$ cat config.mk
export PLATFORM = sky130hd
export DESIGN_NAME = mem_arbiter
export DESIGN_NICKNAME = d
export VERILOG_FILES = /design/src/rtl/mem_arb_pkg.sv /design/src/rtl/rr_arb2.sv /design/src/rtl/mem_arbiter.sv
export SDC_FILE = /design/constraint.sdc
export NUM_CORES = 1
export LEC_CHECK = 0
export ABC_AREA = 1
export ABC_CLOCK_PERIOD_IN_PS = 2800
export CORE_ASPECT_RATIO = 0.8
export CORE_MARGIN = 1
export CORE_UTILIZATION = 30
export DETAILED_ROUTE_END_ITERATION = 8
export HOLD_SLACK_MARGIN = 0.12
export PLACE_DENSITY_LB_ADDON = 0.2
export SLEW_MARGIN = 20
export SYNTH_ARGS = -nofsm -noshare
export SYNTH_HDL_FRONTEND = slang
export SYNTH_HIERARCHICAL = 1
export SYNTH_SLANG_ARGS = --single-unit
$ cat constraint.sdc
create_clock -name clk -period 2.8 [get_ports clk]
set_input_delay 0.56 -clock clk [delete_from_list [all_inputs] [get_ports clk]]
set_output_delay 0.56 -clock clk [all_outputs]
set_load 0.02 [all_outputs]
$ cat src/rtl/mem_arb_pkg.sv
// Shared constants for the two-port memory arbiter: FSM encodings, port indices
// and the state-sequencing helper used by the top level.
package mem_arb_pkg;

    localparam logic [1:0] IDLE   = 2'd0;
    localparam logic [1:0] ACCESS = 2'd1;
    localparam logic [1:0] RESP   = 2'd2;

    localparam logic PORT_IF   = 1'b0;
    localparam logic PORT_DATA = 1'b1;

    // Every accepted request walks IDLE -> ACCESS -> RESP -> IDLE.
    function automatic logic [1:0] next_state(input logic [1:0] state, input logic accept);
        logic [1:0] nxt;
        case (state)
            IDLE:    nxt = accept ? ACCESS : IDLE;
            ACCESS:  nxt = RESP;
            default: nxt = IDLE;
        endcase
        return nxt;
    endfunction

endpackage

$ cat src/rtl/rr_arb2.sv
// Two-requester round-robin picker: on contention the port that did not win
// last time is chosen; a lone requester always wins.
module rr_arb2 (
    input  logic valid0,
    input  logic valid1,
    input  logic last_grant,
    output logic grant,
    output logic any_grant
);
    assign any_grant = valid0 | valid1;
    assign grant     = (valid0 && valid1) ? ~last_grant : valid1;
endmodule

$ cat src/rtl/mem_arbiter.sv
// Arbitrates an instruction-fetch port and a data port onto one shared
// single-cycle memory; each transaction is accept, access, respond.
module mem_arbiter
    import mem_arb_pkg::*;
#(
    parameter int W         = 4,
    parameter int Addr_W    = 8,
    parameter int MEM_BYTES = 51
) (
    input  logic              clk,
    input  logic              reset,
    input  logic              req0_valid,
    input  logic [Addr_W-1:0] req0_addr,
    input  logic [8*W-1:0]    req0_wdata,
    input  logic              req0_we,
    output logic              req0_ready,
    output logic              rsp0_valid,
    output logic [8*W-1:0]    rsp0_rdata,
    output logic              rsp0_err,
    input  logic              req1_valid,
    input  logic [Addr_W-1:0] req1_addr,
    input  logic [8*W-1:0]    req1_wdata,
    input  logic              req1_we,
    output logic              req1_ready,
    output logic              rsp1_valid,
    output logic [8*W-1:0]    rsp1_rdata,
    output logic              rsp1_err,
    output logic [Addr_W-1:0] mem_addr,
    output logic [8*W-1:0]    mem_wdata,
    output logic              mem_we,
    input  logic [8*W-1:0]    mem_rdata
);

    // Range check is done one bit wider than the address so addr+W-1 cannot wrap.
    localparam logic [Addr_W:0] LAST_OFS = (Addr_W+1)'(W - 1);
    localparam logic [Addr_W:0] MAX_BYTE = (Addr_W+1)'(MEM_BYTES - 1);

    logic [1:0]        state_q, state_d;
    logic              last_grant_q, last_grant_d;
    logic [Addr_W-1:0] addr_q, addr_d;
    logic [8*W-1:0]    wdata_q, wdata_d;
    logic              we_q, we_d;
    logic              port_q, port_d;
    logic [8*W-1:0]    rsp_rdata_q, rsp_rdata_d;
    logic              rsp_err_q, rsp_err_d;

    logic              grant;
    logic              any_grant;
    logic              accept;
    logic [Addr_W:0]   last_byte;
    logic              in_range;
    logic              in_access;
    logic              in_resp;

    rr_arb2 u_rr_arb2 (
        .valid0     (req0_valid),
        .valid1     (req1_valid),
        .last_grant (last_grant_q),
        .grant      (grant),
        .any_grant  (any_grant)
    );

    assign accept    = (state_q == IDLE) && any_grant;
    assign last_byte = {1'b0, addr_q} + LAST_OFS;
    assign in_range  = (last_byte <= MAX_BYTE);
    assign in_access = (state_q == ACCESS) && !reset;
    assign in_resp   = (state_q == RESP) && !reset;

    always_comb begin
        state_d      = next_state(state_q, accept);
        last_grant_d = last_grant_q;
        addr_d       = addr_q;
        wdata_d      = wdata_q;
        we_d         = we_q;
        port_d       = port_q;
        rsp_rdata_d  = rsp_rdata_q;
        rsp_err_d    = rsp_err_q;
        case (state_q)
            IDLE: begin
                if (accept) begin
                    last_grant_d = grant;
                    port_d       = grant;
                    addr_d       = (grant == PORT_DATA) ? req1_addr  : req0_addr;
                    wdata_d      = (grant == PORT_DATA) ? req1_wdata : req0_wdata;
                    we_d         = (grant == PORT_DATA) ? req1_we    : req0_we;
                end
            end
            ACCESS: begin
                rsp_rdata_d = (!we_q && in_range) ? mem_rdata : '0;
                rsp_err_d   = !in_range;
            end
            default: ;
        endcase
    end

    always_ff @(posedge clk) begin
        if (reset) begin
            state_q      <= IDLE;
            last_grant_q <= PORT_DATA;
            addr_q       <= '0;
            wdata_q      <= '0;
            we_q         <= 1'b0;
            port_q       <= PORT_IF;
            rsp_rdata_q  <= '0;
            rsp_err_q    <= 1'b0;
        end else begin
            state_q      <= state_d;
            last_grant_q <= last_grant_d;
            addr_q       <= addr_d;
            wdata_q      <= wdata_d;
            we_q         <= we_d;
            port_q       <= port_d;
            rsp_rdata_q  <= rsp_rdata_d;
            rsp_err_q    <= rsp_err_d;
        end
    end

    assign req0_ready = !reset && accept && (grant == PORT_IF);
    assign req1_ready = !reset && accept && (grant == PORT_DATA);

    assign mem_addr  = in_access ? addr_q  : '0;
    assign mem_wdata = in_access ? wdata_q : '0;
    assign mem_we    = in_access && we_q && in_range;

    assign rsp0_valid = in_resp && (port_q == PORT_IF);
    assign rsp1_valid = in_resp && (port_q == PORT_DATA);
    assign rsp0_rdata = rsp0_valid ? rsp_rdata_q : '0;
    assign rsp1_rdata = rsp1_valid ? rsp_rdata_q : '0;
    assign rsp0_err   = rsp0_valid && rsp_err_q;
    assign rsp1_err   = rsp1_valid && rsp_err_q;

endmodule

==> summary.md, run 1 <==
| Metric | Value |
|---|---|
| # DRC | `0` |
| Reg2Reg Depth | `11` |
| Worst setup SP type | `input port` |
| Synth warnings | `6` |
| FF+latch area | `1560 µm²` |
| Initial antenna violation count | `0` |
| Crit end category | `output port` |
| Worst Path Required | `2.24 ns` |
| NumNets Final | `949` |
| Post-synth cell types | `28` |
| Fillers | `1345` |
| Reg-to-reg endpoint | `rsp_rdata_q[23]` |
| CP Class | `input port to output port` |
| Clk slew on worst S/H paths | `0.06 ns` |
| Grt total ovfl | `0` |
| Routed Antenna Nets | `0` |
| Routed WL | `13100 µm` |
| Hold_ws | `0.463 ns` |
| WHS Endpoint | `rsp_rdata_q[0]` |
| Worst reg-to-reg setup slack | `0.83 ns` |
| Part of the Yosys area used for sequential elements | `0.378` |
| DR pass1 iterations | `4` |
| LEAKAGE | `3.18 nW` |
| #FFs+latches synth | `78` |
| Clock insertion delay at the later pin of the skew report | `0.34 ns` |
| Initial core utilization | `0.314` |
| Post-Syn Instances | `608` |
| HP Class | `flop to flop` |
| Ant. Diodes | `0` |
| Post-CTS setup buffers | `0` |
| Number of clock sinks | `78` |
| Post-Syn Area | `4130 µm²` |
| Vias in the first global route | `4508` |
| Hold path cells | `2` |
| Area of the multi-input gates | `1920 µm²` |
| Worst R2R Start | `addr_q[0]` |
| Status | `completed` |
| Max Fclk | `0.376 GHz` |
| DRT iter0 DRCs | `172` |
| Slew @ Worst Pin | `0.635 ns` |
| Ratio of routed vias to standard cells | `4.52` |
| Syn_nets | `728` |
| Hold Buf Count CTS | `0` |
| Mean post-synth cell area | `6.79 µm²` |
| Via count | `4557` |
| Longest Clk Path Bufs | `2` |
| DR WL/cell | `13.0 µm` |
| CTS Buf Count | `9` |
| Pin count of the biggest net entering global routing | `39` |
| Tot GR Track Use | `0.185` |
| Power per cell area | `472 nW/µm²` |
| DPL Wire Length | `9900 µm` |
| Max-cap violation count | `0` |
| Final hold violation count | `0` |
| CTS tree | `done` |
| VDD IR-drop max | `0.331 mV` |
| I/O pin count | `229` |
| Slew headroom | `0.577` |
| PortBufs | `228` |
| GPL Wtd Cong | `0.764` |
| Root Buffer | `clkbuf_16` |
| Period utilisation layout | `0.951` |
| Final slew viol count | `0` |
| Die Wd | `133 µm` |
| Final setup violation count | `0` |
| Area Growth Syn to Fin | `65.4%` |
| Max FO, Critical Path | `2` |
| Core Area | `13100 µm²` |
| Max Clock Skew | `0.00900 ns` |
| Hold Startpoint | `rsp_rdata_q[0]` |
| Most common cell after layout, fill and taps aside | `nor2_1` |
| H-tree depth | `3` |
| Share of layout cells above drive strength 1 | `0.0635` |
| Final worst path period need | `2.66 ns` |
| Std-Cell Rows | `37` |
| Die H | `107 µm` |
| CP arrival | `2.10 ns` |
| First-pass GRT wire length | `21300 µm` |
| Die area | `14200 µm²` |
| Util after Layout | `0.519` |
| Commonest cells after routing, fill and taps aside | `nor2_1 (150), clkdlybuf4s50_1 (119), inv_1 (114), dlygate4sd2_1 (108), dfxtp_1 (78)` |
==> worst max-delay path by stage <==
| stage | startpoint | to | slack, ns | cells past startpoint |
|---|---|---|---|---|
| final | reset | rsp0_valid | 0.14 | 5 |
| after global routing | addr_q[1] | mem_we | -0.001 | 14 |
| after CTS | addr_q[0] | mem_we | 0.03 | 12 |
| after detailed placement | req0_valid | req1_ready | -0.14 | 9 |
| after global placement | req0_valid | req1_ready | -0.11 | 9 |
| after floorplan | reset | rsp1_rdata[10] | 0.35 | 6 |
==> worst max-delay path, cell delays in order <==
cell and delay, ns:
clkdlybuf4s50_1 0.42, nand3b_1 0.21, nor2_1 0.17, buf_4 0.13
clkdlybuf4s50_1 0.61
==> flip-flops by register name, indices dropped and copies added (netlist names) <==
| register | cells |
|---|---|
| state_q | 2 |
| we_q | 1 |
| rsp_err_q | 1 |
| wdata_q | 32 |
| port_q | 1 |
| last_grant_q | 1 |
| addr_q | 8 |
| rsp_rdata_q | 32 |
==> synth_stat cells <==
cell type    n  share of area
nor2_2       2         0.0030
ha_1         2         0.0061
nor2_1     151           0.14
dfxtp_1     78           0.38
a21oi_1     35          0.042
nand2_4      1         0.0027
buf_2       11          0.013
nand2_2      1         0.0015
nand2_1     56          0.051
inv_2        4         0.0036
buf_6        3         0.0082
o22ai_1     39          0.059
o21ai_0      1         0.0012
o211ai_1     3         0.0055
clkbuf_1    16          0.015
or2_2        1         0.0015
mux2i_1     38          0.092
inv_1      114           0.10
nor3_1       1         0.0012
o21ai_1      1         0.0012
nand3_1      2         0.0024
clkbuf_4     2         0.0036
nand3b_1     1         0.0018
buf_4        4         0.0073
or2_1        1         0.0015
buf_1        6         0.0055
clkinv_1     2         0.0018
nand4_1     32          0.048
==> through the flow <==
step	power, mW	TNS, ns	cells	setup WS (ns)	area (µm²)
2_1_floorplan	1.65	0	608	0.346	4130
3_3_place_gp	1.94	-5.19	993	-0.106	6630
3_5_place_dp	1.95	-6.37	993	-0.141	6630
4_1_cts	3.26	0	1009	0.0331	6830
5_1_grt	3.37	-0.00116	1009	-0.00116	6830
6_report	3.22	0	1009	0.139	6830
==> report_power, final <==
group / switching [mW] / internal [mW]
Combinational: 0.352 / 0.320
Sequential: 0.0387 / 1.20
Clock: 0.506 / 0.803
Total: 0.897 / 2.33
==> cell type report <==
| type | instances | share of cell area |
|---|---|---|
| tap | 175 | 0.0321 |
| sequential | 78 | 0.229 |
| multi-input combinational | 368 | 0.281 |
| inverter | 120 | 0.0660 |
| clock buffer | 9 | 0.0330 |
| timing repair buffer | 252 | 0.344 |
| clock inverter | 7 | 0.0159 |
==> routing by layer <==
| metal | vias up | GRT usage | part of all wire |
|---|---|---|---|
| met5 | - | 0 | 0 |
| met4 | 0 | 0.0511 | 0.013 |
| met3 | 14 | 0.0482 | 0.064 |
| met2 | 140 | 0.328 | 0.48 |
| met1 | 2057 | 0.221 | 0.44 |
| li1 | 2346 | - | - |
==> cells by family after synthesis <==
group / after synthesis / share of synthesized area
AO/OA/AOI/OAI: 79 / 0.109
adder cells (fa/ha/maj): 2 / 0.00606
buffers and inverters: 162 / 0.162
flip-flops: 78 / 0.378
multiplexers: 38 / 0.0921
AND/OR/NAND/NOR: 249 / 0.253
==> timing repair <==
action,in CTS,in global routing
hold endpoints to repair,0,0
gates resized for setup,111,2
setup endpoints to repair,109,1
gates cloned,0,0
Power figures use the tool's default switching activity.
==> run 2, diff against run 1 <==
- CORE_MARGIN: 1 -> 5
- CORE_UTILIZATION: 30 -> 38
==> run 2 against run 1 <==
Cell area rose by 0.84%; global-route usage grew 2.1 points; sequential cell count unchanged; die area decreased by 8.3%; largest cell class unchanged.
==> summary.md, run 2 (synthesis results as in run 1) <==
| Metric | Value |
|---|---|
| Core Area | `10800 µm² (was 13100 µm²)` |
| Final setup violation count | `0 (unchanged)` |
| CP arrival | `2.11 ns (was 2.10 ns)` |
| Post-CTS setup buffers | `0 (unchanged)` |
| Worst setup SP type | `input port (unchanged)` |
| Die Wd | `127 µm (was 133 µm)` |
| Clock insertion delay at the later pin of the skew report | `0.33 ns (was 0.34 ns)` |
| Std-Cell Rows | `34 (was 37)` |
| Combinational share of power | `0.216 (was 0.209)` |
| Final worst path period need | `2.67 ns (was 2.66 ns)` |
| Max Fclk | `0.374 GHz (was 0.376 GHz)` |
| Crit-path cells | `clkdlybuf4s50_1, nand3b_1, nor2_1, inv_1, buf_12, nor2_1, dlygate4sd2_1 (was clkdlybuf4s50_1, nand3b_1, nor2_1, buf_4, clkdlybuf4s50_1)` |
| Status | `completed (unchanged)` |
| RSZ-0062 raised after global routing | `false` |
| PortBufs | `228 (unchanged)` |
| Hold Buf Count CTS | `0 (unchanged)` |
| Hold_ws | `0.464 ns (was 0.463 ns)` |
| Root Buffer | `clkbuf_16 (unchanged)` |
| Met3 WL | `944 µm (was 845 µm)` |
| Max Clock Skew | `0.00707 ns (was 0.00900 ns)` |
| Vias in the first global route | `4488 (was 4508)` |
| Post_cts resized | `80 (was 111)` |
| Power per cell area | `458 nW/µm² (was 472 nW/µm²)` |
| Post-DP Area | `6590 µm² (was 6630 µm²)` |
| H-tree depth | `3 (unchanged)` |
| HP Class | `flop to flop (unchanged)` |
| Ant. Diodes | `0 (unchanged)` |
| CTS Buf Count | `9 (unchanged)` |
| Tot GR Track Use | `0.206 (was 0.185)` |
| DR pass1 iterations | `5 (was 4)` |
| Total internal power | `2.31 mW (was 2.33 mW)` |
| WL met1 | `5720 µm (was 5810 µm)` |
| Clk slew on worst S/H paths | `0.06 ns (about the same)` |
| Ratio of routed vias to standard cells | `4.70 (was 4.52)` |
| Pin count of the biggest net entering global routing | `44 (was 39)` |
| NumNets Final | `948 (was 949)` |
| Number of clock sinks | `78 (unchanged)` |
| Share of layout cells above drive strength 1 | `0.0612 (was 0.0635)` |
| Largest regs | `rsp_rdata_q: 32 flops, wdata_q: 32 flops, addr_q: 8 flops (unchanged)` |
| CP top delay family | `buffers and inverters (unchanged)` |
| Slew headroom | `0.595 (was 0.577)` |
| Die H | `103 µm (was 107 µm)` |
| Final slew viol count | `0 (unchanged)` |
| Max-cap violation count | `0 (unchanged)` |
| Final hold violation count | `0 (unchanged)` |
| Area Growth Syn to Fin | `66.8% (was 65.4%)` |
| Final instance area | `6890 µm² (was 6830 µm²)` |
| Max FO, Critical Path | `26 (was 2)` |
| CP max-delay cell | `clkdlybuf4s50_1 (unchanged)` |
| DRT iter0 DRCs | `260 (was 172)` |
| Routed Antenna Nets | `0 (unchanged)` |
| GPL Wtd Cong | `0.788 (was 0.764)` |
| Crit-path most repeated cell | `nor2_1 (was clkdlybuf4s50_1)` |
| I/O pin count | `229 (unchanged)` |
| Initial core utilization | `0.384 (was 0.314)` |
| Fillers | `1026 (was 1345)` |
| Clock power frac | `0.391 (was 0.406)` |
| Crit end category | `output port (unchanged)` |
| # DRC | `0 (unchanged)` |
| Seq pwr share | `0.393 (was 0.385)` |
| First-pass GRT wire length | `21900 µm (was 21300 µm)` |
| Die area | `13100 µm² (was 14200 µm²)` |
| Crit path largest cell delay | `0.46 ns (was 0.61 ns)` |
| CP Class | `input port to output port (unchanged)` |
| CP bufs+invs | `4 (was 3)` |
| Most common cell after layout, fill and taps aside | `nor2_1 (unchanged)` |
| WL met2 | `7060 µm (was 6320 µm)` |
| Routed WL | `14000 µm (was 13100 µm)` |
| Grt total ovfl | `0 (unchanged)` |
| Switch Pwr | `0.844 mW (was 0.897 mW)` |
| Longest Clk Path Bufs | `2 (unchanged)` |
| Commonest cells after routing, fill and taps aside | `nor2_1 (150), clkdlybuf4s50_1 (119), inv_1 (114), dfxtp_1 (78), dlygate4sd2_1 (77) (was nor2_1 (150), clkdlybuf4s50_1 (119), inv_1 (114), dlygate4sd2_1 (108), dfxtp_1 (78))` |
| FF+latch area | `1560 µm² (unchanged)` |
| Area of the multi-input gates | `1920 µm² (about the same)` |
| Top metal layer carrying routed signals | `met4 (unchanged)` |
| Sw frac | `0.267 (was 0.278)` |
| Slew @ Worst Pin | `0.607 ns (was 0.635 ns)` |
| VDD IR-drop max | `0.336 mV (was 0.331 mV)` |
| DPL Wire Length | `10800 µm (was 9900 µm)` |
| Via count | `4592 (was 4557)` |
| Initial antenna violation count | `0 (unchanged)` |
| DR WL/cell | `14.3 µm (was 13.0 µm)` |
| Worst Path Required | `2.24 ns (about the same)` |
| LEAKAGE | `3.58 nW (was 3.18 nW)` |
| Period utilisation layout | `0.955 (was 0.951)` |
| CTS tree | `done (unchanged)` |
| Design Power | `3.15 mW (was 3.22 mW)` |
[run 2: changes by cell type in the layout (fill, tap and decap cells not counted), sizes merged]
cell,delta
clkinvlp,+2
clkinv,+1
dlymetal6s2s,+31
inv,-5
clkbuf,+2
buf,-1
dlygate4sd2,-31
[run 2: power groups by stage]
stage / clock, mW / combinational (mW) / sequential, mW
6_report: 1.23 / 0.681 / 1.24
5_1_grt: 1.31 / 0.752 / 1.25
4_1_cts: 1.26 / 0.685 / 1.24
3_5_place_dp: 0 / 0.687 / 1.26
3_3_place_gp: 0 / 0.668 / 1.26
2_1_floorplan: 0 / 0.399 / 1.25
[run 2: final cells by class]
| type | instances | share of cell area |
|---|---|---|
| clock buffers | 11 | 0.0338 |
| multi-input cells | 368 | 0.279 |
| well taps | 144 | 0.0262 |
| flip-flops and latches | 78 | 0.227 |
| repair buffers | 251 | 0.357 |
| inverters | 120 | 0.0654 |
| clock inverters | 5 | 0.0122 |
[run 2: tightest hold or removal path: stages (launching register included)]
cell     delay, ns
dfxtp_1       0.30
nand2_1       0.06
a21oi_1       0.06
[run 2: final timing paths]
kind,from,end,slack (ns),depth (start not counted)
max reg2reg,addr_q[0],rsp_rdata_q[31],0.82,11
min reg2reg,rsp_rdata_q[14],rsp_rdata_q[14],0.46,2
max,reset,rsp0_rdata[24],0.13,7
min,rsp_rdata_q[14],rsp_rdata_q[14],0.46,2
[run 2: layer usage]
layer,GRT usage,vias to the layer above
met4,0.0569,0
li1,-,2348
met2,0.367,140
met5,0,-
met3,0.0698,16
met1,0.241,2088
[run 2: stage by stage]
step / std cells / utilization / setup slack, ns / setup TNS (ns)
final: 977 / 0.640 / 0.127 / 0
after global routing: 977 / 0.640 / 0.00577 / 0
after CTS: 977 / 0.632 / 0.000240 / 0
after detailed placement: 961 / 0.612 / -0.181 / -6.90
after global placement: 961 / 0.612 / -0.0585 / -3.22
after floorplan: 608 / - / 0.346 / 0
